`src/rtl/fetch_unit.sv`:
```
// Instruction-fetch stage: owns the PC, consumes the 1-cycle-latency instruction word, loads IF/ID.
// Optional FETCH_PERF_CNT_EN enables the emitted-instruction counter on fetch_count.
module fetch_unit #(
  parameter int                   Num_of_bits = 16,
  parameter int                   pc_width    = 32,
  parameter int                   OPCODE_W    = 5,
  parameter logic [OPCODE_W-1:0]  LDM_OPCODE  = 5'b10110,
  parameter logic [pc_width-1:0]  RESET_PC    = '0
) (
  input  logic                   clk,
  input  logic                   rst,
  input  logic                   stall,
  input  logic                   branch_taken,
  input  logic [pc_width-1:0]    branch_target,
  input  logic [Num_of_bits-1:0] instr_in,
  output logic [pc_width-1:0]    pc,
  output logic [Num_of_bits-1:0] if_id_instr,
  output logic [Num_of_bits-1:0] if_id_imm,
  output logic [pc_width-1:0]    if_id_pc,
  output logic                   if_id_valid,
  output logic [31:0]            fetch_count
);

  typedef enum logic {S_FETCH, S_IMM} state_t;

  localparam logic [pc_width-1:0] PC_ONE = pc_width'(1);

  state_t                 state, state_nxt;
  logic [pc_width-1:0]    next_pc, tag, hold_pc;
  logic                   word_valid;
  logic [Num_of_bits-1:0] hold_instr;
  logic                   is_ldm, emit, capture;

  assign is_ldm = (instr_in[Num_of_bits-1 -: OPCODE_W] == LDM_OPCODE);

  // Stall re-issues the tag so the memory keeps presenting the same word.
  always_comb begin
    pc = next_pc;
    if (rst)               pc = RESET_PC;
    else if (branch_taken) pc = branch_target;
    else if (stall)        pc = tag;
  end

  always_comb begin
    state_nxt = state;
    emit      = 1'b0;
    capture   = 1'b0;
    if (rst || branch_taken) begin
      state_nxt = S_FETCH;
    end else if (!stall && word_valid) begin
      case (state)
        S_FETCH: begin
          if (is_ldm) begin
            capture   = 1'b1;
            state_nxt = S_IMM;
          end else begin
            emit = 1'b1;
          end
        end
        S_IMM: begin
          emit      = 1'b1;
          state_nxt = S_FETCH;
        end
        default: state_nxt = S_FETCH;
      endcase
    end
  end

  always_ff @(posedge clk) begin
    if (rst) state <= S_FETCH;
    else     state <= state_nxt;
  end

  always_ff @(posedge clk) begin
    if (rst) begin
      next_pc     <= RESET_PC;
      tag         <= RESET_PC;
      word_valid  <= 1'b0;
      hold_instr  <= '0;
      hold_pc     <= '0;
      if_id_instr <= '0;
      if_id_imm   <= '0;
      if_id_pc    <= '0;
      if_id_valid <= 1'b0;
    end else if (branch_taken) begin
      // In-flight word and any held LDM opcode word are squashed.
      tag         <= branch_target;
      next_pc     <= branch_target + PC_ONE;
      word_valid  <= 1'b1;
      hold_instr  <= '0;
      hold_pc     <= '0;
      if_id_valid <= 1'b0;
    end else if (!stall) begin
      tag        <= next_pc;
      next_pc    <= next_pc + PC_ONE;
      word_valid <= 1'b1;
      if (capture) begin
        hold_instr <= instr_in;
        hold_pc    <= tag;
      end
      if (emit) begin
        if (state == S_IMM) begin
          if_id_instr <= hold_instr;
          if_id_pc    <= hold_pc;
          if_id_imm   <= instr_in;
        end else begin
          if_id_instr <= instr_in;
          if_id_pc    <= tag;
          if_id_imm   <= '0;
        end
      end
      if_id_valid <= emit;
    end
  end

`ifdef FETCH_PERF_CNT_EN
  logic [31:0] cnt;
  always_ff @(posedge clk) begin
    if (rst)       cnt <= '0;
    else if (emit) cnt <= cnt + 32'd1;
  end
  assign fetch_count = cnt;
`else
  assign fetch_count = '0;
`endif

endmodule

```
`config.mk`:
```
export PLATFORM = sky130hd
export DESIGN_NAME = fetch_unit
export DESIGN_NICKNAME = d
export VERILOG_FILES = /design/src/rtl/fetch_unit.sv
export SDC_FILE = /design/constraint.sdc
export NUM_CORES = 1
export LEC_CHECK = 0
export ABC_AREA = 0
export CORE_UTILIZATION = 55
export DETAILED_ROUTE_END_ITERATION = 10
export HOLD_SLACK_MARGIN = 0.02
export PLACE_DENSITY = 0.83
export SYNTH_ARGS = -nofsm -noshare
export SYNTH_HDL_FRONTEND = slang
export SYNTH_SLANG_ARGS = --single-unit
```
`constraint.sdc`:
```
create_clock -name clk -period 8.7 [get_ports clk]
set_input_delay 1.305 -clock clk [delete_from_list [all_inputs] [get_ports clk]]
set_output_delay 1.305 -clock clk [all_outputs]
set_load 0.01 [all_outputs]
```
==> flow_metrics.py, run 1 <==
metrics = {
    "outcome": {
        "status": "completed",
    },
    "setup_path": {
        "r2r-end": "if_id_pc[20]$_SDFFE_PP0P_",
        "worstSetupPathType": "in -> out",
        "max_stage_delay_ps": 840,
        "crit_path_start": "branch_taken",
        "crit_top_cell": "buf_4",
        "rrSetupSlack_ps": 5580,
        "required_ps": 7390,
        "path_cells": "buf_4, buf_4, a21oi_1, nor2_1, clkdlybuf4s50_1",
        "end_kind": "primary output",
        "cp-start-kind": "input port",
        "cp_slowest_cell": "buf_4",
        "crit_end": "pc[13]",
        "worstPathArrival_ps": 3570,
        "worst_r2r_path_depth": 6,
        "path_max_fanout": 96,
        "r2r-start": "state$_SDFFE_PP0P_",
    },
    "finish": {
        "synthToLayoutAreaGrowth_pct": 22.4,
        "nFillCells": 1207,
        "final_cell_mix": "178 x dfxtp_1, 149 x nand2_1, 145 x clkdlybuf4s50_1",
        "layout-drive-gt1-share": 0.0572,
        "nets": 1195,
        "diodes": 0,
        "design_area_sq_um": 10600,
        "fin_cells": 1365,
        "final_common_cell": "dfxtp_1",
    },
    "floorplan": {
        "row_count": 45,
        "ios": 181,
        "die_x_microns": 127,
        "core_sq_um": 15300,
        "dieHeight_microns": 127,
        "dieArea_sq_um": 16200,
        "initial_utilization": 0.567,
    },
    "timing": {
        "hold_slack_ps": 449,
        "timing.fmax_mhz": 205,
        "hold_viol": 0,
        "drv_slew": 0,
        "rsz0062_at_grt": "no",
        "tightest_slew_ps": 1110,
        "setup_slack_ps": 3820,
        "final.setup_skew_ps": 9.43,
        "relSlewSlack": 0.262,
        "finalSetupViolations": 0,
        "finalCritPeriodShare": 0.561,
        "fin_setup_tns_ps": 0,
        "layout_min_cycle_time_ps": 4880,
    },
    "clock_network": {
        "clk_pin_slew_worst_paths_ps": 60,
        "cts.sinks": 179,
        "clock_path_buffers": 2,
        "holdBufCountCts": 0,
        "h-tree-depth": 4,
        "insertion_delay_ps": 430,
        "cts_tree": "yes",
        "cts_resized": 0,
        "cts_root_buf": "clkbuf_16",
        "post-cts-setup-buffers": 0,
        "numCtsBuffers": 17,
    },
    "synth": {
        "ys_types": 55,
        "synth.largest_area_cell": "dfxtp_1",
        "ys_async_sr_fraction": 0,
        "ys_dominant_reg_cell": "dfxtp_1",
        "synth_compound_area_frac": 0.147,
        "synth_xor_area_frac": 0.0445,
        "synth-edff-count": 0,
        "syn_area_sq_um": 8660,
        "ys_seq_area_frac": 0.414,
        "postSynthCellCount": 1043,
        "syn_area_per_cell_sq_um": 8.30,
        "synth_mux_area_frac": 0.101,
        "ys_ff_latch": 179,
        "synthTopCellsByArea": "dfxtp_1 41%, mux2i_1 9.4%, nand2_1 6.5%",
        "synth_top_family_by_area": "simple AND/OR/NAND/NOR gates",
        "post_synth_fa_ha_maj_area_fraction": 0.00145,
        "synth_top_area_share": 0.414,
        "yosysWarnings": 0,
        "synthSimpleGateAreaFrac": 0.222,
    },
    "global_route": {
        "grt_pass1_vias": 6905,
        "gr-usage-all-layers": 0.264,
        "grt_pass1_wl_microns": 34300,
        "antenna_found_initial": 0,
        "grt_max_degree": 113,
        "grt.overflow.total": 0,
    },
    "route": {
        "drc": 0,
        "drtIter0Drc": 636,
        "wl_per_cell_microns": 15.8,
        "ant_nets": 0,
        "drt_wl_total_microns": 21500,
        "vias": 7651,
        "viasPerCell": 5.61,
        "dr.pass1.iters": 7,
    },
    "pwr": {
        "p_leak_nw": 3.60,
        "ir_worst_vdd_mv": 0.196,
        "pwr_density_cell_nw_per_um2": 175,
    },
    "place": {
        "hpwlAfterDp_microns": 13700,
        "gp_congestion": 0.842,
        "placed_cell_area_sq_um": 10000,
        "dpl_worst_slack_ps": 3860,
        "io_buffer_count": 148,
        "placedCellCount": 1334,
    },
    "job": {
        "cap_violations": 0,
    },
    "worst_hold_path": {
        "hold_path.class": "reg -> reg",
    },
}
## synth_stat cells, types with 3 or more instances
library cell / instances
nand3_2: 3
nor2b_1: 6
dfxtp_1: 179
buf_2: 14
o21ai_0: 12
mux2i_1: 81
buf_1: 9
buf_4: 32
nand2_1: 150
o21a_1: 4
nand4b_1: 5
nor3_2: 5
a222oi_1: 3
a21oi_1: 103
inv_1: 4
clkbuf_1: 47
nor3_1: 14
mux2_2: 6
nor4_1: 3
nand3b_1: 9
xnor2_1: 24
a211oi_1: 61
buf_6: 4
nand4_1: 15
o22ai_1: 8
nor2_1: 144
nand3_1: 43
xor2_1: 20
## kinds of logic after synthesis
kind of cell / after synthesis
DFF: 179
xor gates and xnor gates: 44
adders and majority gates: 1
AOI/OAI and AO/OA: 206
buffers and inverters: 111
other: 1
muxes: 87
and+or+nand+nor: 414
## per-stage QoR
| step | utilization | total power, mW |
|---|---|---|
| 2_1_floorplan | - | 1.02 |
| 3_3_place_gp | 0.656 | 1.09 |
| 3_5_place_dp | 0.656 | 1.10 |
| 4_1_cts | 0.694 | 1.87 |
| 5_1_grt | 0.694 | 1.92 |
| 6_report | 0.694 | 1.85 |
## final cells by class
| cell class | count | area, sq um | area share |
|---|---|---|---|
| clock buffer | 23 | 468 | 0.0442 |
| clock inverter | 8 | 126 | 0.0119 |
| inverter | 4 | 15.0 | 0.00142 |
| multi-input combinational | 784 | 4600 | 0.435 |
| sequential | 179 | 3590 | 0.339 |
| tap | 211 | 264 | 0.0249 |
| timing repair buffer | 156 | 1530 | 0.145 |
## registers in the layout (all words and copies together), names as in the netlist, 16 cells and up
| name | count |
|---|---|
| tag | 32 |
| hold_instr | 16 |
| if_id_pc | 32 |
| hold_pc | 32 |
| if_id_imm | 16 |
| next_pc | 32 |
| if_id_instr | 16 |
## power by group
part           total [mW]  switching (mW)  internal, mW
Clock               0.773           0.307         0.466
Sequential          0.872          0.0261         0.846
Combinational       0.210           0.115        0.0950
Total                1.85           0.447          1.41
## critical path: cells and delay by family
kind	cells	cell delay, ps
buf+inv	3	1880
simple gates	1	180
compound gates	1	150
## routing by layer
layer,vias up,share of wire,track usage
met5,-,0,0
li1,3774,-,-
met2,271,0.48,0.449
met3,25,0.061,0.0536
met4,0,0.013,0.0707
met1,3581,0.44,0.339
## how the worst min path moves through the flow
stage / start / to / slack (ps) / depth (start not counted)
after floorplan: hold_instr[15]$_SDFFE_PP0P_ / hold_instr[15]$_SDFFE_PP0P_ / 420 / 2
after global placement: hold_instr[15]$_SDFFE_PP0P_ / hold_instr[15]$_SDFFE_PP0P_ / 430 / 2
after detailed placement: hold_instr[15]$_SDFFE_PP0P_ / hold_instr[15]$_SDFFE_PP0P_ / 440 / 2
after CTS: hold_instr[15]$_SDFFE_PP0P_ / hold_instr[15]$_SDFFE_PP0P_ / 450 / 2
after global routing: hold_pc[6]$_SDFFE_PP0P_ / hold_pc[6]$_SDFFE_PP0P_ / 470 / 2
final: hold_instr[15]$_SDFFE_PP0P_ / hold_instr[15]$_SDFFE_PP0P_ / 450 / 2
Power figures use the tool's default switching activity.
==> inputs of run 2 (changes only) <==
--- a/config.mk
+++ b/config.mk
@@ -6,10 +6,10 @@
 export NUM_CORES = 1
 export LEC_CHECK = 0
 export ABC_AREA = 0
-export CORE_UTILIZATION = 55
+export CORE_UTILIZATION = 52
 export DETAILED_ROUTE_END_ITERATION = 10
 export HOLD_SLACK_MARGIN = 0.02
-export PLACE_DENSITY = 0.83
+export PLACE_DENSITY = 0.79
 export SYNTH_ARGS = -nofsm -noshare
 export SYNTH_HDL_FRONTEND = slang
 export SYNTH_SLANG_ARGS = --single-unit
==> constraint.sdc (replaced) <==
create_clock -name clk -period 4.7 [get_ports clk]
set_input_delay 0.705 -clock clk [delete_from_list [all_inputs] [get_ports clk]]
set_output_delay 0.705 -clock clk [all_outputs]
set_load 0.01 [all_outputs]
==> run 2 against run 1 <==
Cell area increased by 0.91%. Total power increased by 88%. Core utilization decreased by 2.9 points. Non-clock buffer count increased by 5. Sequential share of layout area decreased by 0.31 points. Cell count increased by 0.81%. Clock skew decreased by 1.9 ps. Clock power increased by 91%. Largest cell class unchanged.
==> flow_metrics.py, run 2 (synthesis results as in run 1) <==
metrics = {
    "global_route": {
        "grt.overflow.total": 0,
        "gr-usage-all-layers": 0.254,
        "grt_pass1_wl_microns": 34000,
        "grt_pass1_vias": 6691,
        "antenna_found_initial": 0,
        "grt_max_degree": 113,
    },
    "timing": {
        "setup_slack_ps": 1330,
        "hold_viol": 0,
        "final.setup_skew_ps": 7.48,
        "layout_min_cycle_time_ps": 3370,
        "rsz0062_at_grt": "no",
        "tightest_slew_ps": 1040,
        "hold_slack_ps": 444,
        "timing.fmax_mhz": 297,
        "fin_setup_tns_ps": 0,
        "finalSetupViolations": 0,
        "drv_slew": 0,
        "relSlewSlack": 0.305,
        "finalCritPeriodShare": 0.716,
    },
    "clock_network": {
        "cts_root_buf": "clkbuf_16",
        "clock_path_buffers": 2,
        "h-tree-depth": 4,
        "insertion_delay_ps": 430,
        "holdBufCountCts": 0,
        "cts_resized": 0,
        "post-cts-setup-buffers": 0,
        "cts.sinks": 179,
        "cts_tree": "yes",
        "clk_pin_slew_worst_paths_ps": 60,
        "numCtsBuffers": 17,
    },
    "route": {
        "drt_wl_total_microns": 21800,
        "vias": 7630,
        "drc": 0,
        "drtIter0Drc": 600,
        "dr.pass1.iters": 6,
        "ant_nets": 0,
        "wl_per_cell_microns": 15.8,
        "viasPerCell": 5.55,
    },
    "finish": {
        "final_cell_mix": "178 x dfxtp_1, 149 x nand2_1, 145 x clkdlybuf4s50_1",
        "fin_util": 0.666,
        "synthToLayoutAreaGrowth_pct": 23.5,
        "nets": 1200,
        "nFillCells": 1337,
        "layout-drive-gt1-share": 0.0638,
        "diodes": 0,
        "final_common_cell": "dfxtp_1",
    },
    "outcome": {
        "status": "completed",
    },
    "worst_hold_path": {
        "hold_path.class": "reg -> reg",
    },
    "pwr": {
        "ir_worst_vdd_mv": 0.260,
        "p_leak_nw": 3.63,
        "pwr_density_cell_nw_per_um2": 325,
        "power_mw": 3.48,
    },
    "setup_path": {
        "cp-start-kind": "input port",
        "path_max_fanout": 19,
        "worstSetupPathType": "in -> out",
        "end_kind": "primary output",
        "cp_slowest_cell": "clkdlybuf4s50_1",
        "max_stage_delay_ps": 600,
        "worstPathArrival_ps": 2660,
        "path_cells": "buf_2, buf_4, and2_1, a211oi_1, nor3_1, clkdlybuf4s50_1",
        "required_ps": 3990,
    },
    "place": {
        "dpl_worst_slack_ps": 1360,
        "hpwlAfterDp_microns": 14000,
        "gp_congestion": 0.849,
        "io_buffer_count": 148,
    },
    "floorplan": {
        "ios": 181,
        "core_sq_um": 16100,
        "die_x_microns": 131,
        "initial_utilization": 0.539,
        "dieArea_sq_um": 17200,
        "row_count": 46,
        "dieHeight_microns": 131,
    },
    "job": {
        "cap_violations": 0,
    },
}
-- run 2: cell types whose count changed in the layout (fill, tap and decap cells not counted), sizes merged --
cell      change
clkinv        -1
clkbuf        -2
inv           +2
buf           +5
clkinvlp      +2
-- run 2: where the power goes --
group	switching (mW)	internal (mW)	leakage [nW]
Clock	0.607	0.869	0.290
Sequential	0.0473	1.57	1.46
Combinational	0.213	0.178	1.88
Total	0.867	2.61	3.63
-- run 2: area by class of cell --
class	instances	area [sq um]	area share
clock buffers	21	460	0.0431
inverters	4	15.0	0.00140
multi-input cells	784	4600	0.431
flip-flops and latches	179	3590	0.335
repair buffers	161	1610	0.150
clock inverters	11	149	0.0139
well taps	216	270	0.0253
-- run 2: path summary, 6_finish.rpt --
| path | slack, ps | to | cells past startpoint | from |
|---|---|---|---|---|
| max | 1330 | pc[26] | 6 | stall |
| max reg2reg | 2340 | next_pc[27]$_SDFFE_PP0P_ | 6 | next_pc[2]$_SDFFE_PP0P_ |
| min reg2reg | 440 | hold_instr[15]$_SDFFE_PP0P_ | 2 | hold_instr[15]$_SDFFE_PP0P_ |
| min | 440 | hold_instr[15]$_SDFFE_PP0P_ | 2 | hold_instr[15]$_SDFFE_PP0P_ |
-- run 2: through the flow --
stage | cells | instance area [sq um]
after detailed placement | 1344 | 10100
after global placement | 1344 | 10100
final | 1376 | 10700
after floorplan | 1074 | 8770
after CTS | 1376 | 10700
after global routing | 1376 | 10700
-- run 2: worst max-delay path: cells and delay by family --
kind	cells	cell delay, ps
AND/OR/NAND/NOR	2	510
buffers and inverters	3	1390
AO/OA/AOI/OAI	1	40
-- run 2: layer usage --
metal | up-vias | routed length (microns) | part of all wire | global-route usage
li1 | 3784 | - | - | -
met4 | 0 | 366 | 0.017 | 0.0825
met3 | 26 | 952 | 0.044 | 0.0379
met2 | 218 | 10400 | 0.48 | 0.424
met1 | 3602 | 10000 | 0.46 | 0.336
met5 | - | 0 | 0 | 0
==> inputs of run 3 (changes only) <==
--- a/config.mk
+++ b/config.mk
@@ -6,10 +6,10 @@
 export NUM_CORES = 1
 export LEC_CHECK = 0
 export ABC_AREA = 0
-export CORE_UTILIZATION = 52
+export CORE_UTILIZATION = 47
 export DETAILED_ROUTE_END_ITERATION = 10
 export HOLD_SLACK_MARGIN = 0.02
-export PLACE_DENSITY = 0.79
+export PLACE_DENSITY = 0.75
 export SYNTH_ARGS = -nofsm -noshare
 export SYNTH_HDL_FRONTEND = slang
 export SYNTH_SLANG_ARGS = --single-unit
==> constraint.sdc (replaced) <==
create_clock -name clk -period 3 [get_ports clk]
set_input_delay 0.45 -clock clk [delete_from_list [all_inputs] [get_ports clk]]
set_output_delay 0.45 -clock clk [all_outputs]
set_load 0.01 [all_outputs]
==> run 3 against run 2 <==
Count of clock-buffer cells in the layout is the same. Worst hold slack better by 8.2 ps. Non-clock buffer count up 25. Core utilization is 6.1 points lower. Die area grew 10%. Wire length up 2.0%. First-iteration DRC count is 25% lower. Global-route usage fell by 1.9 points. Clock skew increased by 0.93 ps.
==> flow_metrics.py, run 3 (synthesis results as in run 1) <==
metrics = {
    "global_route": {
        "grt_pass1_vias": 6940,
        "gr-usage-all-layers": 0.234,
        "antenna_found_initial": 0,
        "grt_max_degree": 52,
        "grt.overflow.total": 0,
        "grt_pass1_wl_microns": 34800,
    },
    "timing": {
        "relSlewSlack": 0.559,
        "layout_min_cycle_time_ps": 2590,
        "final.setup_skew_ps": 8.41,
        "tightest_slew_ps": 660,
        "rsz0062_at_grt": "no",
        "finalCritPeriodShare": 0.862,
        "drv_slew": 0,
        "finalSetupViolations": 0,
        "timing.fmax_mhz": 387,
        "fin_setup_tns_ps": 0,
        "hold_viol": 0,
        "hold_slack_ps": 452,
    },
    "floorplan": {
        "dieHeight_microns": 138,
        "initial_utilization": 0.480,
        "dieArea_sq_um": 19000,
        "die_x_microns": 138,
        "ios": 181,
        "row_count": 49,
        "core_sq_um": 18000,
    },
    "clock_network": {
        "post-cts-setup-buffers": 0,
        "cts_tree": "yes",
        "cts_root_buf": "clkbuf_16",
        "cts_resized": 0,
        "numCtsBuffers": 17,
        "clk_pin_slew_worst_paths_ps": 60,
        "holdBufCountCts": 0,
        "cts.sinks": 179,
        "clock_path_buffers": 2,
        "insertion_delay_ps": 430,
        "h-tree-depth": 4,
    },
    "route": {
        "ant_nets": 0,
        "wl_met2_microns": 10600,
        "drt_wl_total_microns": 22200,
        "viasPerCell": 5.41,
        "drtIter0Drc": 452,
        "dr.max_layer_used": "met4",
        "vias": 7644,
        "met1Wirelength_microns": 10200,
        "drc": 0,
        "route.met3.wl_microns": 964,
        "dr.pass1.iters": 7,
        "wl_per_cell_microns": 15.7,
    },
    "setup_path": {
        "required_ps": 2550,
        "worstSetupPathType": "in -> out",
        "worstPathArrival_ps": 2140,
        "end_kind": "primary output",
        "cp-start-kind": "input port",
        "path_max_fanout": 14,
        "rrSetupSlack_ps": 740,
    },
    "finish": {
        "synthToLayoutAreaGrowth_pct": 26.0,
        "nFillCells": 1566,
        "final_common_cell": "dfxtp_1",
        "layout-drive-gt1-share": 0.0835,
        "final_cell_mix": "178 x dfxtp_1, 149 x nand2_1, 145 x clkdlybuf4s50_1",
        "fin_cells": 1414,
        "diodes": 0,
        "nets": 1225,
    },
    "place": {
        "gp_congestion": 0.889,
        "io_buffer_count": 148,
        "hpwlAfterDp_microns": 15400,
        "placedCellCount": 1382,
    },
    "job": {
        "cap_violations": 0,
    },
    "pwr": {
        "pwr_density_cell_nw_per_um2": 502,
        "power_mw": 5.47,
        "p_leak_nw": 3.77,
        "ir_worst_vdd_mv": 0.419,
    },
    "worst_hold_path": {
        "hold_path.class": "reg -> reg",
    },
    "outcome": {
        "status": "completed",
    },
}
run 3: cell types whose count changed in the layout (fill, tap and decap cells not counted), sizes merged:
cell / previous run / this run
buf: 16 / 41
clkinv: 2 / 4
clkinvlp: 3 / 2
inv: 7 / 6
run 3: cell type report:
cell class	instances	area, sq um	share of cell area
sequential	179	3590	0.329
inverter	4	15.0	0.00138
clock inverter	11	151	0.0139
clock buffer	21	460	0.0422
multi-input combinational	784	4600	0.422
timing repair buffer	186	1810	0.166
tap	229	287	0.0263
run 3: critical path, stage by stage:
cell             delay (ps)
buf_2                   310
buf_4                   330
nand2_1                  80
a211oi_1                350
clkdlybuf4s50_1         610
run 3: metal layers:
layer,GRT usage,vias to the layer above
li1,-,3827
met1,0.306,3581
met2,0.391,205
met3,0.0342,31
met4,0.0870,0
met5,0,-
run 3: path summary, 6_finish.rpt:
kind,cells past startpoint,from,endpoint
worst min-delay path,2,if_id_imm[15]$_SDFFE_PP0P_,if_id_imm[15]$_SDFFE_PP0P_
worst max register to register,6,next_pc[11]$_SDFFE_PP0P_,next_pc[27]$_SDFFE_PP0P_
worst min register to register,2,if_id_imm[15]$_SDFFE_PP0P_,if_id_imm[15]$_SDFFE_PP0P_
worst max-delay path,5,stall,pc[30]
run 3: report_power, final:
group / internal, mW / total, mW / switching, mW
registers: 2.45 / 2.53 / 0.0741
logic: 0.296 / 0.634 / 0.338
clock network: 1.36 / 2.31 / 0.952
run 3: stage by stage:
| step | utilization | instance area, sq um | setup WS [ps] |
|---|---|---|---|
| floorplan | - | 8770 | 40.5 |
| global placement | 0.571 | 10300 | 210 |
| detailed placement | 0.571 | 10300 | 211 |
| CTS | 0.605 | 10900 | 410 |
| global route | 0.605 | 10900 | 317 |
| finish | 0.605 | 10900 | 413 |
